--- config.mk ---
export PLATFORM = sky130hd
export DESIGN_NAME = apb_reg_slave_flat
export DESIGN_NICKNAME = d
export VERILOG_FILES = /design/src/rtl/apb_pkg.sv /design/src/rtl/apb_reg_slave_if.sv /design/src/rtl/apb_wait_ctr.sv /design/src/rtl/apb_reg_slave.sv /design/src/flat_wrapper.sv
export SDC_FILE = /design/constraint.sdc
export NUM_CORES = 1
export LEC_CHECK = 0
export CAP_MARGIN = 20
export CORE_ASPECT_RATIO = 1.4
export CORE_MARGIN = 2
export CORE_UTILIZATION = 45
export DETAILED_ROUTE_END_ITERATION = 8
export PLACE_DENSITY = 0.68
export SYNTH_ARGS = -nofsm -noshare
export SYNTH_HDL_FRONTEND = slang
export SYNTH_SLANG_ARGS = --single-unit
--- constraint.sdc ---
create_clock -name PCLK -period 3.5 [get_ports PCLK]
set_clock_uncertainty 0.05 [all_clocks]
set_input_delay 1.05 -clock PCLK [delete_from_list [all_inputs] [get_ports PCLK]]
set_output_delay 1.05 -clock PCLK [all_outputs]
set_load 0.01 [all_outputs]
--- src/rtl/apb_pkg.sv ---
// apb_reg_slave shared types and constants.
// State encoding, word shift and default ID word.
package apb_pkg;

  typedef enum logic [1:0] {
    IDLE,
    SETUP,
    ACCESS
  } apb_state_e;

  localparam int APB_WORD_SHIFT = 2;

  localparam logic [31:0] APB_ID_DEFAULT = 32'hA5B0_0001;

endpackage

--- src/rtl/apb_reg_slave_if.sv ---
// APB3 bus bundle between the bridge (master)
// and the register completer (slave).
interface apb_reg_slave_if #(
  parameter int ADDR_WIDTH = 32,
  parameter int DATA_WIDTH = 32
);

  logic                  PSEL;
  logic                  PENABLE;
  logic [ADDR_WIDTH-1:0] PADDR;
  logic                  PWRITE;
  logic [DATA_WIDTH-1:0] PWDATA;
  logic [DATA_WIDTH-1:0] PRDATA;
  logic                  PREADY;
  logic                  PSLVERR;

  modport master (
    output PSEL, PENABLE, PADDR,
    output PWRITE, PWDATA,
    input  PRDATA, PREADY, PSLVERR
  );

  modport slave (
    input  PSEL, PENABLE, PADDR,
    input  PWRITE, PWDATA,
    output PRDATA, PREADY, PSLVERR
  );

endinterface

--- src/rtl/apb_wait_ctr.sv ---
// Loadable down-counter with zero flag,
// used to pace APB wait states.
module apb_wait_ctr #(
  parameter int W = 4
) (
  input  logic         clk,
  input  logic         rst_n,
  input  logic         load,
  input  logic [W-1:0] load_val,
  input  logic         dec,
  output logic         zero
);

  logic [W-1:0] cnt;

  // load wins; otherwise count down, saturating at zero
  always_ff @(posedge clk or negedge rst_n) begin
    if (!rst_n) begin
      cnt <= '0;
    end else if (load) begin
      cnt <= load_val;
    end else if (dec && cnt != '0) begin
      cnt <= cnt - W'(1);
    end
  end

  assign zero = (cnt == '0);

endmodule

--- src/rtl/apb_reg_slave.sv ---
// APB3 register-bank completer with ID word at index 0.
// APB_SLAVE_WAIT_EN enables WAIT_CYCLES wait states.
module apb_reg_slave
  import apb_pkg::*;
#(
  parameter int ADDR_WIDTH = 32,
  parameter int DATA_WIDTH = 32,
  parameter int NUM_REGS   = 16,
  parameter int WAIT_CYCLES = 2,
  parameter logic [DATA_WIDTH-1:0] ID_VALUE =
    DATA_WIDTH'(APB_ID_DEFAULT)
) (
  input logic           PCLK,
  input logic           PRESETn,
  apb_reg_slave_if.slave bus
);

  localparam int IW = $clog2(NUM_REGS);
  localparam int XW = ADDR_WIDTH - APB_WORD_SHIFT;

  apb_state_e            state_q;
  logic [ADDR_WIDTH-1:0] addr_q;
  logic                  write_q;
  logic [DATA_WIDTH-1:0] wdata_q;
  logic [DATA_WIDTH-1:0] regs [NUM_REGS];

  logic [XW-1:0] idx_full;
  logic [IW-1:0] idx;
  logic          err;
  logic          access;
  logic          ready;
  logic          cnt_zero;

  assign idx_full = addr_q[ADDR_WIDTH-1:APB_WORD_SHIFT];
  assign idx      = idx_full[IW-1:0];
  assign access   = (state_q == ACCESS);
  assign ready    = access & cnt_zero;

  // misaligned, out of range, or write to the ID word
  assign err = (addr_q[1:0] != 2'b00)
             | (idx_full >= XW'(NUM_REGS))
             | (write_q & (idx_full == '0));

`ifdef APB_SLAVE_WAIT_EN
  apb_wait_ctr #(.W(4)) u_ctr (
    .clk      (PCLK),
    .rst_n    (PRESETn),
    .load     (state_q == SETUP),
    .load_val (4'(WAIT_CYCLES)),
    .dec      (access),
    .zero     (cnt_zero)
  );
`else
  logic [3:0] unused_wait;
  assign unused_wait = 4'(WAIT_CYCLES);
  assign cnt_zero    = 1'b1;
`endif

  assign bus.PREADY  = ready;
  assign bus.PSLVERR = ready & err;

  // read data only on a clean read completion
  always_comb begin
    bus.PRDATA = '0;
    if (ready && !write_q && !err) begin
      bus.PRDATA = (idx == '0) ? ID_VALUE : regs[idx];
    end
  end

  // transfer FSM, request latch and register file
  always_ff @(posedge PCLK or negedge PRESETn) begin
    if (!PRESETn) begin
      state_q <= IDLE;
      addr_q  <= '0;
      write_q <= 1'b0;
      wdata_q <= '0;
      for (int i = 0; i < NUM_REGS; i++) begin
        regs[i] <= '0;
      end
    end else begin
      unique case (state_q)
        IDLE: begin
          if (bus.PSEL && !bus.PENABLE) begin
            state_q <= SETUP;
          end
        end
        SETUP: begin
          addr_q  <= bus.PADDR;
          write_q <= bus.PWRITE;
          wdata_q <= bus.PWDATA;
          state_q <= ACCESS;
        end
        ACCESS: begin
          if (ready) begin
            if (write_q && !err) begin
              regs[idx] <= wdata_q;
            end
            if (bus.PSEL && !bus.PENABLE) begin
              state_q <= SETUP;
            end else begin
              state_q <= IDLE;
            end
          end else if (!bus.PSEL) begin
            state_q <= IDLE;
          end
        end
        default: state_q <= IDLE;
      endcase
    end
  end

endmodule
--- src/flat_wrapper.sv ---
// flat-port wrapper written by rule: the top's interface ports become plain ports
module apb_reg_slave_flat import apb_pkg::*;
#(
  parameter int ADDR_WIDTH = 32,
  parameter int DATA_WIDTH = 32,
  parameter int NUM_REGS   = 16,
  parameter int WAIT_CYCLES = 2,
  parameter logic [DATA_WIDTH-1:0] ID_VALUE =
    DATA_WIDTH'(APB_ID_DEFAULT)
)
  (PCLK, PRESETn, bus_PSEL, bus_PENABLE, bus_PADDR, bus_PWRITE, bus_PWDATA, bus_PRDATA, bus_PREADY, bus_PSLVERR);
  apb_reg_slave_if #(.ADDR_WIDTH(ADDR_WIDTH), .DATA_WIDTH(DATA_WIDTH)) bus_i ();
  input logic PCLK;
  input logic PRESETn;
  input wire logic [$bits(bus_i.PSEL)-1:0] bus_PSEL;
  input wire logic [$bits(bus_i.PENABLE)-1:0] bus_PENABLE;
  input wire logic [$bits(bus_i.PADDR)-1:0] bus_PADDR;
  input wire logic [$bits(bus_i.PWRITE)-1:0] bus_PWRITE;
  input wire logic [$bits(bus_i.PWDATA)-1:0] bus_PWDATA;
  output wire logic [$bits(bus_i.PRDATA)-1:0] bus_PRDATA;
  output wire logic [$bits(bus_i.PREADY)-1:0] bus_PREADY;
  output wire logic [$bits(bus_i.PSLVERR)-1:0] bus_PSLVERR;
  assign bus_i.PSEL = bus_PSEL;
  assign bus_i.PENABLE = bus_PENABLE;
  assign bus_i.PADDR = bus_PADDR;
  assign bus_i.PWRITE = bus_PWRITE;
  assign bus_i.PWDATA = bus_PWDATA;
  assign bus_PRDATA = bus_i.PRDATA;
  assign bus_PREADY = bus_i.PREADY;
  assign bus_PSLVERR = bus_i.PSLVERR;
  apb_reg_slave #(.ADDR_WIDTH(ADDR_WIDTH), .DATA_WIDTH(DATA_WIDTH), .NUM_REGS(NUM_REGS), .WAIT_CYCLES(WAIT_CYCLES), .ID_VALUE(ID_VALUE)) u_core (.PCLK(PCLK), .PRESETn(PRESETn), .bus(bus_i));
endmodule
Word level (Yosys, flattened, before mapping)
Cells that the tools add are included.
Widths: inputs -> output; s select.

cells by class
  $lt $le $gt $ge = 3
  eq/ne operators = 3
  muxes and demuxes = 11
  bitwise operators = 5
  reductions and logical operators = 13

operators by type and width
  kind                 count
  $bwmux 512           1
  $mux 32              5
  $bmux 32 s4          1
  $demux 32 s4         1
  $ge 30x5->1 const B  1
  $logic_not 30->1     1
  $pmux 2 s3           1
  $ge 5x5->1 const B   1
  $logic_and 1x1->1    5
  $lt 5x1->1 const B   1
  $not 4->5            1
  $logic_not 4->1      1
  $logic_not 1->1      3
  $and 1x1->1          2
  $eq 2x1->1 const B   1
  $eq 2x2->1 const B   1
  $logic_not 2->1      1
  $mux 2               1
  $ne 2x1->1 const B   1
  $or 1x1->1           2
  $reduce_and 2->1     1
  $reduce_bool 2->1    1
  $mux 1               1

word-level totals
  register bits = 579
  bits of input ports = 69
  output and inout port bits = 34
  word-level logic and storage cells = 55

Logic depth before layout (Yosys ltp)
  word-level depth = 6
  gate-level depth with buffers = 8
  mapped depth without buffers = 4

Worst setup path before layout
Ideal clock, no wire load.

  path type = reg-to-output
  from = register u_core.addr_q[28]
  to = output port bus_PRDATA[10]
  data arrival time = 2.256 ns
  required time = 2.400 ns
  setup slack = 0.144 ns
  stages on the path, launching flop included = 7
  buffers on the path = 2
  cells stage by stage = dfrtp_1 nor4_2 nand4_4 buf_6 or4_4 buf_2 nor2b_1

on the way
  cells in the longest elaborated chain, start to end = 6
  elaborated cells on any way between the ends = 8
  classes of those cells = order compare (1); mux (1); bitwise (3); reduce/logical (3)

RTL lines
  item                                             line                                      RTL
  start: declaration                               apb_reg_slave.sv:22                       logic [ADDR_WIDTH-1:0] addr_q;
  start signal: assignment                         apb_reg_slave.sv:88                       addr_q <= bus.PADDR;
  $ge 30x5->1 or $logic_not 30->1 (tied branches)  apb_reg_slave.sv:41, apb_reg_slave.sv:42
  $or 1x1->1 or $and 1x1->1 (tied branches)        apb_reg_slave.sv:41, apb_reg_slave.sv:42
  $or 1x1->1 *                                     apb_reg_slave.sv:42                       | (write_q & (idx_full == '0));
  $logic_not 1->1 *                                apb_reg_slave.sv:65                       if (ready && !write_q && !err) begin
  $logic_and 1x1->1 *                              apb_reg_slave.sv:65
  $mux 32 *                                        apb_reg_slave.sv:65
  end: declaration                                 flat_wrapper.sv:20                        output wire logic [$bits(bus_i.PRDATA)-1:0] bus_PRDATA;

Every way passes the cells marked *; elsewhere a longest branch is shown, timed or not.

Worst setup path after layout
  from = register u_core.addr_q[2]
  to = output port bus_PRDATA[17]

on the way
  cells in the longest elaborated chain, start to end = 6
  elaborated cells on any way between the ends = 14
  classes of those cells = order compare (1); mux (5); bitwise (4); reduce/logical (4)

RTL lines
  item                                          line                                      RTL
  $ge 30x5->1 (tied with other cells)           apb_reg_slave.sv:41                       | (idx_full >= XW'(NUM_REGS))
  $or 1x1->1 (tied with other cells)            apb_reg_slave.sv:41
  $or 1x1->1 or $mux 32 (tied branches)         apb_reg_slave.sv:42, apb_reg_slave.sv:66
  $logic_not 1->1 or $mux 32 (tied branches)    apb_reg_slave.sv:65, apb_reg_slave.sv:66
  $logic_and 1x1->1 or $mux 32 (tied branches)  apb_reg_slave.sv:65, apb_reg_slave.sv:66
  $mux 32 *                                     apb_reg_slave.sv:65

Every way passes the cells marked *; elsewhere a longest branch is shown, timed or not. The select of a mux whose other input is x is not followed.

==> summary.md <==
| Metric | Value |
|---|---|
| DRT iter0 DRCs | `747` |
| Diodes inserted | `0` |
| Cts hold-fix bufs | `0` |
| Ys async rst share | `100%` |
| Max FO, Critical Path | `6` |
| Area delta synth->final | `17.4%` |
| Critical Path End Type | `output port` |
| Reg2reg start | `u_core.addr_q[13]` |
| Pins Over Slew Limit | `0` |
| Synth Register Bits | `between 500 and 600` |
| Status | `finished, violations left` |
| Antenna Nets Post-Route | `0` |
| Final period util | `110%` |
| First-pass GRT wire length | `approximately 100000 µm` |
| Final WL | `63400 µm` |
| Clock share of power | `38.7%` |
| Cell-internal power | `approximately 0.011 W` |
| Leak Pwr | `roughly 14 nW` |
| Cell area after layout | `about 31000 µm²` |
| Multi-input logic area | `approximately 12000 µm²` |
| Worst reg2reg path endpoint | `u_core.regs[287]` |
| GRT Residual Overflow | `0` |
| Vias per std cell | `about 5.8` |
| Crit path from | `u_core.addr_q[2]` |
| Residual DRC count | `0` |
| Fillers | `between 4000 and 5000` |
| Clock sinks | `571` |
| Worst rel slew slack | `45.2%` |
| DP Area | `around 29000 µm²` |
| Flop2flop setup slack | `~0.17 ns` |
| Sw Share | `a little over a quarter` |
| Power Total | `about 0.015 W` |
| Max frequency | `260 MHz` |
| Pre-CTS WS | `-0.202 ns` |
| Final WS setup | `-0.347 ns` |
| Final setup fails | `33` |
| Num CTS Buffers | `55` |
| Width of the die | `~210 µm` |
| CP Data Arrival Time | `between 2 and 3 ns` |
| # H-tree levels | `2` |
| Area contributors post-synth | `dfrtp_1 (53%), mux2_2 (13%), mux4_2 (12%)` |
| Pin count of the biggest net entering global routing | `103` |
| Required time of the critical path | `about 2.4 ns` |
| Crit Path Category | `reg -> out` |
| Mapped Area | `26800 µm²` |
| Hold Fails Final Rpt | `0` |
| Initial Utilization | `45.6%` |
| Yosys top cell by area | `dfrtp_1` |
| Number of flops mapped to enable cells by yosys | `0` |
| Final RePlAce weighted congestion | `between 0.7 and 0.8` |
| Nets@finish | `1756` |
| Combinational fraction of design power | `12.4%` |
| Ys flop type | `dfrtp_1` |
| Die Ht | `roughly 300 µm` |
| Failing checks | `negative setup slack` |
| Clock-pin slew on the worst setup and hold paths | `roughly 0.07 ns` |
| Antenna violations before repair | `0` |
| Worst VDD drop | `roughly 440 µV` |
| Per-cell routed wire length | `25.6 µm` |
| I/O pins | `103` |
| Clock Latency Late Sink | `about 0.6 ns` |
| CP endpoint | `bus_PRDATA[17]` |
| Syn. warnings | `0` |
| Core Area | `approximately 59000 µm²` |
| Die area | `61500 µm²` |
| Top cell type's share of synthesized area | `between 50% and 60%` |
| Startpoint Class | `flip-flop` |
| Cell variety after synth | `34` |
| Share of layout cells above drive strength 1 | `between 50% and 60%` |
| Min Clock Period, post-route | `3.85 ns` |
| Sequential share of the synthesized area | `around 53%` |
| CTS tree | `built` |
| Worst-margin pin slew | `0.821 ns` |
| Reg power frac | `approximately half` |
| DRT Pass-1 Iters | `5` |
| Most common cell after layout, fill and taps aside | `dfrtp_1` |
| Reg area | `between 10000 and 15000 µm²` |
| Synth Instances | `around 1600` |
| RSZ-0062 raised after global routing | `true` |
| PwrDens | `roughly 470 nW/µm²` |
| Hold Crit Class | `reg -> reg` |
| Clock tree buffer depth | `3` |
| Commonest cells after routing, fill and taps aside | `dfrtp_1 (567), mux2_2 (319), mux2_4 (210)` |
| CTS root buffer | `clkbuf_16` |
| Post-Syn Area per Cell | `17.2 µm²` |
| Total track usage | `between 20 and 25%` |
| Buffers added on ports | `~100` |
| Vias | `between 10000 and 15000` |
| # rows | `roughly 110` |
| Vias in the first global route | `around 16000` |
| Dpl hpwl | `approximately 37000 µm` |
| Synthesized Nets | `approximately 1600` |
| Net Sw Power | `0.00386 W` |
| Max-Cap Viols | `0` |
| Cells on worst reg2reg path | `10` |
logic make-up after synthesis:
logic type | after synthesis | share of synthesized area, %
buffers and inverters | 157 | 3.71
AOI/OAI and AO/OA | 42 | 2.37
and+or+nand+nor | 81 | 2.00
DFF | 571 | 53.3
muxes | 705 | 38.6
flip-flops by register name, summed over array words and instances (netlist names):
name            cells
u_core.state_q      2
u_core.write_q      1
u_core.regs       504
u_core.wdata_q     32
u_core.addr_q      32
area by class of cell:
type,count,area share [%]
flip-flops and latches,571,45.5
multi-input cells,828,37.4
repair buffers,231,8.72
clock buffers,83,5.06
well taps,749,2.98
clock inverters,15,0.330
power groups by stage:
stage	Sequential [W]	Clock [W]	Combinational (W)
2_1_floorplan	0.00700	0	0.00110
3_5_place_dp	0.00732	0	0.00154
4_1_cts	0.00719	0.00584	0.00194
3_3_place_gp	0.00730	0	0.00152
6_report	0.00720	0.00571	0.00183
5_1_grt	0.00724	0.00613	0.00196
timing repair:
| item | 4_1_cts | 5_1_grt |
|---|---|---|
| pin swaps | 10 | 10 |
| gates cloned | 10 | 0 |
| endpoints found under the setup margin | 33 | 55 |
| gates resized for setup | 249 | 28 |
| endpoints found under the hold margin | 0 | 0 |
| buffers inserted | 33 | 7 |
cells in the mapped netlist, types with 8 or more instances:
| cell type | n |
|---|---|
| o211a_1 | 8 |
| nor2b_1 | 27 |
| mux2_1 | 16 |
| clkbuf_1 | 52 |
| o2bb2ai_1 | 8 |
| mux2_2 | 319 |
| buf_2 | 14 |
| buf_1 | 39 |
| buf_6 | 48 |
| nand2_1 | 31 |
| mux2i_1 | 16 |
| mux2_4 | 210 |
| a2111oi_4 | 15 |
| dfrtp_1 | 571 |
| mux4_2 | 144 |
| o21ai_0 | 8 |
per-stage QoR:
step	hold slack, ns	std cells	setup TNS (ns)	util [%]
4_1_cts	0.327	2480	-10.97	53.6
6_report	0.323	2477	-8.92	53.5
3_3_place_gp	0.310	2341	-4.73	49.1
2_1_floorplan	0.375	1556	0	-
5_1_grt	0.333	2477	-11.76	53.5
3_5_place_dp	0.313	2341	-5.31	49.1
critical path, cell delays in order, from the launching register on:
cell     delay (ns)
dfrtp_4        0.48
buf_8          0.15
buf_6          0.13
buf_16         0.13
mux4_2         0.50
mux4_2         0.48
nor2b_4        0.14
buf_6          0.12
layer usage:
metal,track usage (%),wire length (µm),vias up
met3,3.10,2390,103
met5,0,0,-
met4,5.57,1500,0
met1,28.5,26800,7832
met2,37.1,32700,306
li1,-,-,6015
worst min path at each step:
stage	start	end	slack [ns]	cells past startpoint
final	u_core.regs[490]	u_core.regs[490]	0.32	0
after global routing	u_core.regs[495]	u_core.regs[495]	0.33	0
after CTS	PRESETn	u_core.wdata_q[2]	0.33	1
after detailed placement	u_core.regs[482]	u_core.regs[482]	0.31	0
after global placement	u_core.regs[499]	u_core.regs[499]	0.31	0
after floorplan	u_core.regs[481]	u_core.regs[481]	0.37	1
Power figures use the tool's default switching activity.
